`src/rtl/vec_feed_fifo_pkg.sv`:
```
// ----------------------------------------------------------------------------
// vec_feed_pkg
//   Shared types and helpers for the vec_feed_fifo slice.
//   - vec_beat_t : one beat of the mixed signed/unsigned vector stage inputs,
//                  shown at the default width. The FIFO declares its own copy
//                  sized by its WIDTH parameter, because a package typedef
//                  cannot follow a module parameter.
//   - next_ptr   : modulo-depth increment for pointers of any depth, including
//                  depths that are not powers of two.
// ----------------------------------------------------------------------------
package vec_feed_pkg;

    localparam int VEC_WIDTH_DEF = 32;

    typedef struct packed {
        logic signed [VEC_WIDTH_DEF-1:3] svec;
        logic        [VEC_WIDTH_DEF-1:0] uvec;
        logic signed                     s;
        logic                            u;
    } vec_beat_t;

    // Wraps depth-1 back to 0, so the pointer never reaches a value >= depth.
    function automatic int unsigned next_ptr(input int unsigned ptr,
                                             input int unsigned depth);
        return (ptr + 1 >= depth) ? 0 : ptr + 1;
    endfunction

endpackage

```
`src/rtl/vec_feed_fifo_if.sv`:
```
// ----------------------------------------------------------------------------
// vec_feed_fifo_if
//   Producer and consumer ready/valid handshakes of vec_feed_fifo.
//   slave  : FIFO view (accepts in_*, presents out_*)
//   master : environment view (drives in_*, consumes out_*)
//   Signals:
//     in_valid/in_ready    producer handshake
//     in_signed_vec        signed   [WIDTH-1:3] payload
//     in_unsigned_vec      unsigned [WIDTH-1:0] payload
//     in_signed            signed scalar payload
//     in_unsigned          unsigned scalar payload
//     out_valid/out_ready  consumer handshake
//     out_*                head entry, zero while out_valid=0
// ----------------------------------------------------------------------------
interface vec_feed_fifo_if #(
    parameter int WIDTH = 32
);
    logic                    in_valid;
    logic                    in_ready;
    logic signed [WIDTH-1:3] in_signed_vec;
    logic        [WIDTH-1:0] in_unsigned_vec;
    logic signed             in_signed;
    logic                    in_unsigned;

    logic                    out_valid;
    logic                    out_ready;
    logic signed [WIDTH-1:3] out_signed_vec;
    logic        [WIDTH-1:0] out_unsigned_vec;
    logic signed             out_signed;
    logic                    out_unsigned;

    modport slave (
        input  in_valid, in_signed_vec, in_unsigned_vec, in_signed, in_unsigned,
        output in_ready,
        output out_valid, out_signed_vec, out_unsigned_vec, out_signed, out_unsigned,
        input  out_ready
    );

    modport master (
        output in_valid, in_signed_vec, in_unsigned_vec, in_signed, in_unsigned,
        input  in_ready,
        input  out_valid, out_signed_vec, out_unsigned_vec, out_signed, out_unsigned,
        output out_ready
    );
endinterface

```
`src/rtl/vec_feed_fifo_mod_ptr.sv`:
```
// ----------------------------------------------------------------------------
// mod_ptr
//   Modulo-DEPTH pointer used for both the write and the read side.
//   Ports:
//     clk    in  clock
//     rst_n  in  synchronous active-low reset, pointer -> 0
//     clr_i  in  synchronous clear, wins over inc_i
//     inc_i  in  advance by one, DEPTH-1 wraps to 0
//     ptr_o  out current pointer value
// ----------------------------------------------------------------------------
module mod_ptr
    import vec_feed_pkg::*;
#(
    parameter  int DEPTH = 13,
    localparam int PTR_W = (DEPTH > 1) ? $clog2(DEPTH) : 1
) (
    input  logic             clk,
    input  logic             rst_n,
    input  logic             clr_i,
    input  logic             inc_i,
    output logic [PTR_W-1:0] ptr_o
);

    logic [PTR_W-1:0] ptr_q;
    logic [PTR_W-1:0] ptr_d;

    always_comb begin
        ptr_d = ptr_q;
        if (clr_i) begin
            ptr_d = '0;
        end else if (inc_i) begin
            ptr_d = PTR_W'(next_ptr(32'(ptr_q), DEPTH));
        end
    end

    always_ff @(posedge clk) begin
        if (!rst_n) begin
            ptr_q <= '0;
        end else begin
            ptr_q <= ptr_d;
        end
    end

    assign ptr_o = ptr_q;

endmodule

```
`src/rtl/vec_feed_fifo.sv`:
```
// ----------------------------------------------------------------------------
// vec_feed_fifo
//   First-word-fall-through ready/valid buffer of DEPTH entries (any DEPTH>=2)
//   feeding the mixed signed/unsigned vector passthrough stage.
//   Ports:
//     clk    in  clock, all state on posedge
//     rst_n  in  synchronous active-low reset (pointers, level, flags)
//     flush  in  synchronous clear of contents, wins over push and pop
//     bus    slave modport of vec_feed_fifo_if (producer and consumer sides)
//     level  out entries held, 0..DEPTH
// ----------------------------------------------------------------------------
module vec_feed_fifo
    import vec_feed_pkg::*;
#(
    parameter  int WIDTH = 32,
    parameter  int DEPTH = 13,
    localparam int CNT_W = $clog2(DEPTH + 1)
) (
    input  logic             clk,
    input  logic             rst_n,
    input  logic             flush,
    vec_feed_fifo_if.slave   bus,
    output logic [CNT_W-1:0] level
);

    localparam int PTR_W = (DEPTH > 1) ? $clog2(DEPTH) : 1;

    typedef struct packed {
        logic signed [WIDTH-1:3] svec;
        logic        [WIDTH-1:0] uvec;
        logic signed             s;
        logic                    u;
    } beat_t;

    beat_t            mem_q [DEPTH];
    logic [CNT_W-1:0] level_q;
    logic [CNT_W-1:0] level_d;
    logic             in_ready_q;
    logic             out_valid_q;
    logic [PTR_W-1:0] wr_ptr;
    logic [PTR_W-1:0] rd_ptr;
    logic             push;
    logic             pop;
    logic             in_ready;
    beat_t            wr_beat;
    beat_t            head;

    // in_ready is a registered flag; gating with rst_n only pulls it low while
    // reset is asserted, it never opens a path from in_* or out_ready.
    assign in_ready = in_ready_q & rst_n;
    assign push     = bus.in_valid & in_ready;
    assign pop      = out_valid_q & bus.out_ready;

    assign wr_beat.svec = bus.in_signed_vec;
    assign wr_beat.uvec = bus.in_unsigned_vec;
    assign wr_beat.s    = bus.in_signed;
    assign wr_beat.u    = bus.in_unsigned;

    mod_ptr #(.DEPTH(DEPTH)) u_wr_ptr (
        .clk   (clk),
        .rst_n (rst_n),
        .clr_i (flush),
        .inc_i (push),
        .ptr_o (wr_ptr)
    );

    mod_ptr #(.DEPTH(DEPTH)) u_rd_ptr (
        .clk   (clk),
        .rst_n (rst_n),
        .clr_i (flush),
        .inc_i (pop),
        .ptr_o (rd_ptr)
    );

    always_comb begin
        level_d = level_q;
        if (flush) begin
            level_d = '0;
        end else if (push && !pop) begin
            level_d = level_q + CNT_W'(1);
        end else if (pop && !push) begin
            level_d = level_q - CNT_W'(1);
        end
    end

    // Flags are precomputed from the next level so they match level_q exactly.
    always_ff @(posedge clk) begin
        if (!rst_n) begin
            level_q     <= '0;
            in_ready_q  <= 1'b0;
            out_valid_q <= 1'b0;
        end else begin
            level_q     <= level_d;
            in_ready_q  <= (level_d != CNT_W'(DEPTH));
            out_valid_q <= (level_d != '0);
        end
    end

    // Storage is not reset; a flushed beat is simply never written.
    always_ff @(posedge clk) begin
        if (push && !flush) begin
            mem_q[wr_ptr] <= wr_beat;
        end
    end

    // FWFT head, zeroed while empty so stale memory never leaks out.
    assign head = out_valid_q ? mem_q[rd_ptr] : '0;

    assign bus.in_ready         = in_ready;
    assign bus.out_valid        = out_valid_q;
    assign bus.out_signed_vec   = head.svec;
    assign bus.out_unsigned_vec = head.uvec;
    assign bus.out_signed       = head.s;
    assign bus.out_unsigned     = head.u;
    assign level                = level_q;

endmodule
```
`src/flat_wrapper.sv`:
```
// flat-port wrapper written by rule: the top's interface ports become plain ports
module vec_feed_fifo_flat import vec_feed_pkg::*;
#(
    parameter  int WIDTH = 32,
    parameter  int DEPTH = 13,
    localparam int CNT_W = $clog2(DEPTH + 1)
)
  (clk, rst_n, flush, level, bus_in_valid, bus_in_signed_vec, bus_in_unsigned_vec, bus_in_signed, bus_in_unsigned, bus_in_ready, bus_out_valid, bus_out_signed_vec, bus_out_unsigned_vec, bus_out_signed, bus_out_unsigned, bus_out_ready);
  vec_feed_fifo_if #(.WIDTH(WIDTH)) bus_i ();
  input  logic clk;
  input  logic rst_n;
  input  logic flush;
  output logic [CNT_W-1:0] level;
  input wire logic [$bits(bus_i.in_valid)-1:0] bus_in_valid;
  input wire logic [$bits(bus_i.in_signed_vec)-1:0] bus_in_signed_vec;
  input wire logic [$bits(bus_i.in_unsigned_vec)-1:0] bus_in_unsigned_vec;
  input wire logic [$bits(bus_i.in_signed)-1:0] bus_in_signed;
  input wire logic [$bits(bus_i.in_unsigned)-1:0] bus_in_unsigned;
  output wire logic [$bits(bus_i.in_ready)-1:0] bus_in_ready;
  output wire logic [$bits(bus_i.out_valid)-1:0] bus_out_valid;
  output wire logic [$bits(bus_i.out_signed_vec)-1:0] bus_out_signed_vec;
  output wire logic [$bits(bus_i.out_unsigned_vec)-1:0] bus_out_unsigned_vec;
  output wire logic [$bits(bus_i.out_signed)-1:0] bus_out_signed;
  output wire logic [$bits(bus_i.out_unsigned)-1:0] bus_out_unsigned;
  input wire logic [$bits(bus_i.out_ready)-1:0] bus_out_ready;
  assign bus_i.in_valid = bus_in_valid;
  assign bus_i.in_signed_vec = bus_in_signed_vec;
  assign bus_i.in_unsigned_vec = bus_in_unsigned_vec;
  assign bus_i.in_signed = bus_in_signed;
  assign bus_i.in_unsigned = bus_in_unsigned;
  assign bus_in_ready = bus_i.in_ready;
  assign bus_out_valid = bus_i.out_valid;
  assign bus_out_signed_vec = bus_i.out_signed_vec;
  assign bus_out_unsigned_vec = bus_i.out_unsigned_vec;
  assign bus_out_signed = bus_i.out_signed;
  assign bus_out_unsigned = bus_i.out_unsigned;
  assign bus_i.out_ready = bus_out_ready;
  vec_feed_fifo #(.WIDTH(WIDTH), .DEPTH(DEPTH)) u_core (.clk(clk), .rst_n(rst_n), .flush(flush), .bus(bus_i), .level(level));
endmodule
```
`config.mk`:
```
export PLATFORM = sky130hd
export DESIGN_NAME = vec_feed_fifo_flat
export DESIGN_NICKNAME = d
export VERILOG_FILES = /design/src/rtl/vec_feed_fifo_pkg.sv /design/src/rtl/vec_feed_fifo_if.sv /design/src/rtl/vec_feed_fifo_mod_ptr.sv /design/src/rtl/vec_feed_fifo.sv /design/src/flat_wrapper.sv
export SDC_FILE = /design/constraint.sdc
export NUM_CORES = 1
export LEC_CHECK = 0
export CAP_MARGIN = 10
export CORE_UTILIZATION = 55
export DETAILED_ROUTE_END_ITERATION = 8
export PLACE_DENSITY_LB_ADDON = 0.15
export REMOVE_ABC_BUFFERS = 1
export SYNTH_ARGS = -nofsm -noshare
export SYNTH_HDL_FRONTEND = slang
export SYNTH_HIERARCHICAL = 1
export SYNTH_SLANG_ARGS = --single-unit
```
`constraint.sdc`:
```
create_clock -name clk -period 12.7 [get_ports clk]
set_input_delay 3.175 -clock clk [delete_from_list [all_inputs] [get_ports clk]]
set_output_delay 3.175 -clock clk [all_outputs]
set_load 0.03 [all_outputs]
```
[After elaboration in Yosys (flattened, before gate mapping)]
Memory sizes are Yosys's and may differ from the RTL's. A register that Yosys moved wholly into a read port is not among the register bits.
Index checks and enable logic that the tools add are counted.
Word-level totals
  register bits: 14
  bits in writable memories: 819
  output and inout bits: 69
  memories kept: 1
Memory list
  u_core.mem_q: words 13, bits a word 63, read ports 1, clocked after Yosys merged registers in 1, write ports 1, line vec_feed_fifo.sv:35  | beat_t mem_q [DEPTH];
Cells by class
  add/sub/neg operators: 4
  magnitude comparators: 2
  equal/unequal tests: 1
  multiplexer cells: 10
  bitwise operators: 4
  reduce and logical (&&, ||, !) cells: 8
Operators by type and width (number)
  $mux W63: 1
  $mux W4: 7
  $add A4 B1 Y5 const B: 2
  $ge A5 B4 Y1 const B: 2
  $add A4 B1 Y4 const B: 1
  $ne A4 B4 Y1 const B: 1
  $reduce_bool A4 Y1: 1
  $sub A4 B1 Y4 const B: 1
  $and A1 B1 Y1: 3
  $logic_and A1 B1 Y1: 3
  $logic_not A1 Y1: 3
  $mux W1: 2
  $reduce_or A2 Y1: 1
  $not A1 Y1: 1

[Logic depth before layout (Yosys ltp)]
Gate-level depths: netlist of run 1.
  depth after elaboration: 8
  gate-level depth with buffers: 7

[Cells and area by module]
Netlist of run 1, hierarchy kept.
By module, submodules not included
  vec_feed_fifo: times used 1, cells each 1272, area an instance 31520.2 um2, seq. area each 24713.7 um2
  mod_ptr: times used 2, cells each 29, area an instance 241.5 um2, seq. area each 80.1 um2

[Worst setup path after synthesis of run 1]
No wires, ideal clock.
  path kind: input to register
  start point: input flush
  end point: memory u_core/mem_q[0][0] in the netlist's numbering (enable)
  library setup time: 0.561 ns
  data arrival time: 8.241 ns
  data required time: 12.139 ns
  path slack: 3.898 ns
  stages: 3
  path buffers: 1
  cell sequence: clkbuf_1 > or4_1 > nor3_1
On the way
  word-level cells in the longest chain between the ends: 4
Ends and longest elaborated chain
  start: declaration: line flat_wrapper.sv:12  | input logic flush;
  $logic_not A1 Y1: line vec_feed_fifo.sv:101  | if (push && !flush) begin
  $logic_and A1 B1 Y1: line vec_feed_fifo.sv:101
  $mux W1: line vec_feed_fifo.sv:101
  $mux W1 (implied by the code): line vec_feed_fifo.sv:102  | mem_q[wr_ptr] <= wr_beat;
  end: declaration: line vec_feed_fifo.sv:35
Every way passes these cells.

[Worst setup path after layout of run 1]
  start point: input rst_n
  end point: output bus_in_ready
On the way
  word-level cells in the longest chain between the ends: 1
Ends and longest elaborated chain
  start: declaration: line flat_wrapper.sv:11  | input logic rst_n;
  $and A1 B1 Y1: line vec_feed_fifo.sv:50  | assign in_ready = in_ready_q & rst_n;
  end: declaration: line flat_wrapper.sv:19  | output wire logic [$bits(bus_i.in_ready)-1:0] bus_in_ready;
Every way passes these cells.

==> impl_summary.log, run 1 <==
INFO  metric worst-slew-pin-transition = 1.066 ns
INFO  metric syn_to_final_growth = 15.10%
INFO  metric synth_most_common_cell = edfxtp_1
INFO  metric first_pass_grt_wire_length = between 90000 and 100000 µm
INFO  metric startpoint_type = input port
INFO  metric routabilityCongestion = slightly above 0.7
INFO  metric flops_latches_synth = between 800 and 900
INFO  metric cts_setup_buffers = 0
INFO  metric timing.final.crit_period = just under 8 ns
INFO  metric ordered_list_of_cells_on_the_worst_path = clkdlybuf4s50_1, and2_1, clkdlybuf4s50_1
INFO  metric numCtsBuffers = around 80
INFO  metric dr.pass1.iters = 7
INFO  metric synth.lib_cells_used.distinct = 37
INFO  metric ctsResizeCount = 0
INFO  metric final_area = 0.03684 mm²
INFO  metric worst_slew_margin_rel = between 20 and 30%
INFO  metric sequential_element_share_of_the_synthesized_area = between 70% and 80%
INFO  metric clock_tree.htree_level_count = 3
INFO  metric tritoncts_clock_tree = built
INFO  metric power.density_cell_area = about 150 mW/mm²
INFO  metric setup.worst_path.start = rst_n
INFO  metric timing_max_transition_violations_final = 0
INFO  metric nFillCells = ~3800
INFO  metric hold_path.class = flip-flop to flip-flop
INFO  metric cp_common_cell = clkdlybuf4s50_1
INFO  metric number_of_antenna_violations_at_the_first_check_in_global_routing = 5
INFO  metric vdd.ir_drop.worst = about 0.11 mV
INFO  metric criticalPathCategory = input port to output port
INFO  metric clock_tree_root_driver_cell = clkbuf_16
INFO  metric post_route_cells_drive_above_1_share = about a quarter
INFO  metric floorplan.die_area = approximately 0.059 mm²
INFO  metric worstPathRequired = 9.52 ns
INFO  metric status = finished with violations
INFO  metric tns = 0 ns
INFO  metric ys_top_cells_by_count = 819 x edfxtp_1, 252 x mux4_2, 66 x and2_1
INFO  metric final_antenna_net_count = 0
INFO  metric groute.usage.overall = approximately 23%
INFO  metric crit_slowest_cell = clkdlybuf4s50_1
INFO  metric setup-violations-final = 0
INFO  metric yosys_most_used_dff = edfxtp_1
INFO  metric crit_path_max_fanout = 8
INFO  metric violations = DRC
INFO  metric first_iteration_detailed_routing_drc_count = roughly 1100
INFO  metric maxClockFrequency = 0.1290 GHz
INFO  metric first_global_vias = 15320
INFO  metric die_outline_height = around 240 µm
INFO  metric floorplan.initialDensity = between 50% and 60%
INFO  metric setup_ws = 4.950 ns
INFO  metric syn-cell-area = 0.03200 mm²
INFO  metric static-leakage-power = 11.05 nW
INFO  metric r2r_setup_slack = about 9.4 ns
INFO  metric yosys-top-cells-area = edfxtp_1 77%, mux4_2 18%, and2_1 1.3%, dfxtp_1 0.88%, buf_6 0.46%
INFO  metric dpl_worst_slack = between 4 and 5 ns
INFO  metric synth_async_sr_flop_share = 0%
INFO  metric detail_route.drc_violations = 1
INFO  metric clock_tree.buffer_depth = 3
INFO  metric avgViaCountPerCell = between 6 and 7
INFO  metric critical_path.endpoint_type = output port
INFO  metric worst_r2r_endpoint = u_core/mem_q[4][9]$_DFFE_PP_
INFO  metric globalRouteOverflowTotal = 0
INFO  metric tritoncts_num_sinks = about 830
INFO  metric port_buffers = 136
INFO  metric dr_total_vias = 14370
INFO  metric worstReg2RegStart = u_core/in_ready_q$_SDFF_PN0_
INFO  metric rr_worst_depth = 4
INFO  metric rsz0062_at_grt = no
INFO  metric post_synthesis_cell_type_with_the_largest_combined_area = edfxtp_1
INFO  metric clkTransAtPathRegs = ~0.06 ns
INFO  metric place.detailed.hpwl = roughly 32000 µm
INFO  metric dr_wl_cell = 27.85 µm
INFO  metric final_nets = roughly 1600
INFO  metric largest_net_degree_at_the_start_of_global_routing = 104
INFO  metric synth_edf_count = 819
INFO  metric floorplan.core_area = around 0.058 mm²
INFO  metric place_area = ~0.034 mm²
INFO  metric fin_crit_sh = approximately three fifths
INFO  metric synthesis.area_per_instance = 24.06 µm²
INFO  metric worst-endpoint-arrival = 4.57 ns
INFO  metric fp.dieW = between 200 and 250 µm
INFO  metric insertedDiodeCount = 0
INFO  metric yosysWarnings = 6
INFO  metric clock-skew-final = roughly 0.014 ns
INFO  metric synthesis.instances = approximately 1300
INFO  metric timing.max_cap.violations = 0
INFO  metric floorplan.io_pins = 137
INFO  metric clk-insertion-delay-late = ~0.62 ns
INFO  metric route.final.wire_length = between 60000 and 70000 µm
INFO  metric hold_bufs_at_cts = 0
INFO  metric synth_top_area_share = just under 80%
INFO  metric report.final.hold_viol_count = 0
INFO  metric max_stage_delay = between 0.6 and 0.7 ns
INFO  metric num_rows = 88
INFO  metric setup.worst_path.end = bus_in_ready
==> critical path, delay by kind of cell <==
kind | cells | cell delay (ns)
buffers and inverters | 2 | 1.24
AND/OR/NAND/NOR | 1 | 0.16
==> where the power goes <==
part	internal [W]	leakage, nW	switching (W)
registers	0.00302	7.48	0.00000249
clock network	0.00134	1.24	0.000970
logic	0.0000508	2.33	0.0000730
total	0.00442	11.0	0.00105
==> worst min-delay path by stage <==
stage | start | endpoint | slack, ns | cells after the start
floorplan | u_core/u_wr_ptr/ptr_o[0]$_SDFFE_PP0P_ | u_core/u_wr_ptr/ptr_o[0]$_SDFFE_PP0P_ | 0.54 | 2
global placement | u_core/u_wr_ptr/ptr_o[0]$_SDFFE_PP0P_ | u_core/u_wr_ptr/ptr_o[0]$_SDFFE_PP0P_ | 0.58 | 2
detailed placement | u_core/u_wr_ptr/ptr_o[0]$_SDFFE_PP0P_ | u_core/u_wr_ptr/ptr_o[0]$_SDFFE_PP0P_ | 0.59 | 2
CTS | u_core/u_wr_ptr/ptr_o[0]$_SDFFE_PP0P_ | u_core/u_wr_ptr/ptr_o[0]$_SDFFE_PP0P_ | 0.60 | 2
global route | u_core/u_rd_ptr/ptr_o[3]$_SDFFE_PP0P_ | u_core/u_rd_ptr/ptr_o[3]$_SDFFE_PP0P_ | 0.66 | 2
finish | u_core/u_wr_ptr/ptr_o[0]$_SDFFE_PP0P_ | u_core/u_wr_ptr/ptr_o[0]$_SDFFE_PP0P_ | 0.60 | 2
==> metrics by stage <==
stage | std cells | hold slack, ns | utilization (%) | power, W
floorplan | 1265 | 0.5371 | - | 0.003136
global placement | 2193 | 0.5840 | 59.54 | 0.003203
detailed placement | 2193 | 0.5923 | 59.54 | 0.003208
CTS | 2341 | 0.5988 | 63.97 | 0.005512
global route | 2341 | 0.6625 | 63.97 | 0.005619
finish | 2341 | 0.6009 | 63.97 | 0.005463
==> registers in the layout, summed over array words and instances, names as in the netlist <==
name / count
u_core/bus.out_valid: 1
u_core/in_ready_q: 1
u_core/level: 4
u_core/mem_q: 819
u_core/u_rd_ptr/ptr_o: 4
u_core/u_wr_ptr/ptr_o: 4
==> placed cells by master, fill, tap and decap left out, drive strengths merged, types with 13 or more instances in the layout <==
cell and instances:
clkinv 31, mux4 252, buf 27, and2 66, nand3 13, nor2 19
edfxtp 819, dfxtp 14, clkbuf 107, clkdlybuf4s50 136
==> kinds of logic after synthesis <==
kind of cell | share of synthesized area, %
flops | 77.72
buf+inv | 1.220
simple gates | 2.256
mux | 17.77
compound gates | 0.6334
xor+xnor | 0.1642
fa+ha+maj | 0.2346
==> final cells by class <==
type                       instances  area (µm²)  area share [%]
inverter                           9       33.78         0.09171
sequential                       833       24890           67.57
timing repair buffer             163        1577           4.280
tap                              765       957.2           2.598
clock buffer                     107        2210           5.998
multi-input combinational        423        6827           18.53
clock inverter                    41       342.8          0.9307
==> per-layer routing <==
metal  global-route usage (%)  vias up  wire length [µm]
met5                        0        -                64
met1                    31.35     7844             27200
met3                    3.782       97              3204
li1                         -     6055                 -
met2                    38.64      367             33500
met4                    6.493       10              1220
Power figures use the tool's default switching activity.
==> run 2: changes to the inputs <==
Clock period 12.7 ns to 7.49 ns, I/O delays scaled along.
==> run 2 against run 1 <==
Net effect:
- the flow still finishes with violations (DRC)
- worst hold slack got worse by 0.0023 ns
- total power rose by 73%
- setup slack got worse by 3.2 ns
- wire length fell by 0.24%
- critical path type is now flip-flop to output port
- largest cell class unchanged
==> impl_summary.log, run 2 (synthesis gave the netlist of run 1 again) <==
INFO  metric status = finished with violations
INFO  metric violations = DRC
INFO  metric timing.final.crit_period = roughly 5.7 ns
INFO  metric ctsResizeCount = 0 (unchanged)
INFO  metric detail_route.drc_violations = 1 (unchanged)
INFO  metric syn_to_final_growth = 16.08%
INFO  metric place.detailed.hpwl = 32660 µm (+3.3%)
INFO  metric holdWs = 0.5986 ns (-0.002255 ns)
INFO  metric r2r_setup_slack = 4.33 ns (-5.11 ns)
INFO  metric first_global_vias = 15300 (-0.12%)
INFO  metric globalRouteOverflowTotal = 0 (unchanged)
INFO  metric clock_tree_root_driver_cell = clkbuf_16
INFO  metric worst-endpoint-arrival = 3.84 ns (-0.73 ns)
INFO  metric clk-insertion-delay-late = 0.61 ns (about the same)
INFO  metric power.density_cell_area = 254.6 mW/mm² (+72%)
INFO  metric worstReg2RegStart = u_core/in_ready_q$_SDFF_PN0_
INFO  metric tritoncts_clock_tree = built
INFO  metric power_report.internal_total = 0.007669 W (+74%)
INFO  metric vdd.ir_drop.worst = 0.1980 mV (+82%)
INFO  metric setup-violations-final = 0 (unchanged)
INFO  metric ordered_list_of_cells_on_the_worst_path = buf_12, mux4_2, mux4_2, and2_1, clkdlybuf4s50_1
INFO  metric dr.pass1.iters = 7 (unchanged)
INFO  metric clock_power_share = 43.5% (+1.1 points)
INFO  metric final_nets = 1592 (+0.44%)
INFO  metric route.final.wire_length = 65040 µm (-0.24%)
INFO  metric final_antenna_net_count = 0 (unchanged)
INFO  metric num_rows = 88 (unchanged)
INFO  metric floorplan.io_pins = 137 (unchanged)
INFO  metric worst_slew_margin_rel = 23.14% (-5.8 points)
INFO  metric critical_path.endpoint_type = output port
INFO  metric floorplan.die_area = 0.05916 mm² (unchanged)
INFO  metric number_of_antenna_violations_at_the_first_check_in_global_routing = 4 (-1)
INFO  metric crit_path_max_fanout = 70 (+62)
INFO  metric largest_net_degree_at_the_start_of_global_routing = 73 (-30%)
INFO  metric routabilityCongestion = 0.6894 (-5.2%)
INFO  metric post_route_cells_drive_above_1_share = 27.05% (+1.0 points)
INFO  metric maxClockFrequency = 0.1749 GHz
INFO  metric power.sequential.fraction = 54.3% (-1.1 points)
INFO  metric cp_top_family = buffers and inverters
INFO  metric clock_tree.htree_level_count = 3 (unchanged)
INFO  metric layout_common_cells = 819 x edfxtp_1, 252 x mux4_2, 136 x clkdlybuf4s50_1, 87 x clkbuf_16, 66 x and2_1
INFO  metric cts_setup_buffers = 0 (unchanged)
INFO  metric die_outline_height = 243.2 µm (unchanged)
INFO  metric clkTransAtPathRegs = 0.06 ns (about the same)
INFO  metric total_switching_power = 0.001789 W (+71%)
INFO  metric clock-skew-final = 0.01634 ns (+0.001950 ns)
INFO  metric nFillCells = 3780 (-1.5%)
INFO  metric clock_tree.buffer_depth = 3 (unchanged)
INFO  metric startpoint_type = flip-flop
INFO  metric leading_cell_type_in_the_layout_fill_and_taps_excluded = edfxtp_1
INFO  metric combPwrFrac = 2.2% (about the same)
INFO  metric swShare = 18.92% (-0.23 points)
INFO  metric timing_max_transition_violations_final = 0 (unchanged)
INFO  metric worstHoldPathCells = 2 (unchanged)
INFO  metric tns = 0 ns (unchanged)
INFO  metric dr_wl_cell = 27.70 µm (-0.54%)
INFO  metric top_register = u_core/mem_q
INFO  metric criticalPathCategory = flip-flop to output port
INFO  metric hold_path.class = flip-flop to flip-flop
INFO  metric max_stage_delay = 0.72 ns (+0.06 ns)
INFO  metric fin_crit_sh = 76.33%
INFO  metric groute.usage.overall = 22.68% (-0.28 points)
INFO  metric crit_slowest_cell = dfxtp_4
INFO  metric hold_bufs_at_cts = 0 (unchanged)
INFO  metric floorplan.core_area = 0.05759 mm² (unchanged)
INFO  metric static-leakage-power = 11.17 nW (+1.1%)
INFO  metric tritoncts_num_sinks = 833 (unchanged)
INFO  metric worst-slew-pin-transition = 1.150 ns (+0.08371 ns)
INFO  metric floorplan.initialDensity = 55.58% (unchanged)
INFO  metric fp.dieW = 243.2 µm (unchanged)
INFO  metric timing.max_cap.violations = 0 (unchanged)
INFO  metric port_buffers = 136 (unchanged)
INFO  metric worst-path-stages = 5 (+2)
INFO  metric rsz0062_at_grt = no
INFO  metric worst_r2r_endpoint = u_core/mem_q[12][16]$_DFFE_PP_
INFO  metric cp_common_cell = mux4_2
INFO  metric dr_total_vias = 14370 (-0.035%)
INFO  metric avgViaCountPerCell = 6.119 (-0.33%)
INFO  metric numCtsBuffers = 82 (+1.2%)
INFO  metric worstPathRequired = 5.62 ns (-3.90 ns)
INFO  metric setup.worst_path.end = bus_out_unsigned_vec[17]
INFO  metric largest_reg_flops = 819 (unchanged)
INFO  metric rr_worst_depth = 4 (unchanged)
INFO  metric first_pass_grt_wire_length = 97410 µm (-0.60%)
INFO  metric first_iteration_detailed_routing_drc_count = 1197 (+7.4%)
INFO  metric setup.worst_path.start = u_core/u_rd_ptr/ptr_o[0]$_SDFFE_PP0P_
INFO  metric report.final.hold_viol_count = 0 (unchanged)
INFO  metric number_of_buffers_and_inverters_on_the_critical_path = 2 (unchanged)
run 2: per-layer routing:
metal	up-vias	GRT usage (%)	wire, µm
met5	-	0	38
met4	6	6.086	1270
met3	103	4.666	3303
met2	369	36.49	32500
met1	7820	32.05	27930
li1	6070	-	-
run 2: worst min path at each step:
stage / start / to / slack (ns)
finish: u_core/u_wr_ptr/ptr_o[0]$_SDFFE_PP0P_ / u_core/u_wr_ptr/ptr_o[0]$_SDFFE_PP0P_ / 0.60
global route: u_core/u_wr_ptr/ptr_o[0]$_SDFFE_PP0P_ / u_core/u_wr_ptr/ptr_o[0]$_SDFFE_PP0P_ / 0.66
CTS: u_core/u_wr_ptr/ptr_o[0]$_SDFFE_PP0P_ / u_core/u_wr_ptr/ptr_o[0]$_SDFFE_PP0P_ / 0.60
detailed placement: u_core/u_wr_ptr/ptr_o[0]$_SDFFE_PP0P_ / u_core/u_wr_ptr/ptr_o[0]$_SDFFE_PP0P_ / 0.60
global placement: u_core/u_wr_ptr/ptr_o[0]$_SDFFE_PP0P_ / u_core/u_wr_ptr/ptr_o[0]$_SDFFE_PP0P_ / 0.58
floorplan: u_core/u_wr_ptr/ptr_o[0]$_SDFFE_PP0P_ / u_core/u_wr_ptr/ptr_o[0]$_SDFFE_PP0P_ / 0.54
run 2: metrics by stage:
stage / std cells / setup WS [ns] / area (µm²) / utilization [%] / total power [W]
4_1_cts: 2347 / 1.692 / 37150 / 64.51 / 0.009537
6_report: 2348 / 1.773 / 37150 / 64.51 / 0.009458
3_5_place_dp: 2199 / 2.174 / 34430 / 59.79 / 0.005441
3_3_place_gp: 2199 / 2.235 / 34430 / 59.79 / 0.005433
2_1_floorplan: 1265 / -3.624 / 31650 / - / 0.005317
5_1_grt: 2348 / 1.535 / 37150 / 64.51 / 0.009717
run 2: final cells by class:
cell class / count / area (µm²) / area share (%)
diodes: 1 / 2.502 / 0.006736
clock buffers: 103 / 2237 / 6.022
clock inverters: 45 / 479.2 / 1.290
inverters: 9 / 33.78 / 0.09094
multi-input cells: 423 / 6827 / 18.38
flip-flops and latches: 833 / 24890 / 67.00
well taps: 765 / 957.2 / 2.577
repair buffers: 169 / 1722 / 4.635
run 2: tightest hold or removal path, cell delays in order (launching register included):
cell     delay, ns
dfxtp_1       0.39
nand2_1       0.08
o21ai_0       0.07
run 2: power by group through the flow:
stage	Combinational [W]	Clock (W)	Sequential [W]
after floorplan	0.0000790	0	0.00524
after global placement	0.000202	0	0.00523
after detailed placement	0.000209	0	0.00523
after CTS	0.000210	0.00419	0.00513
after global routing	0.000223	0.00436	0.00513
final	0.000207	0.00412	0.00513
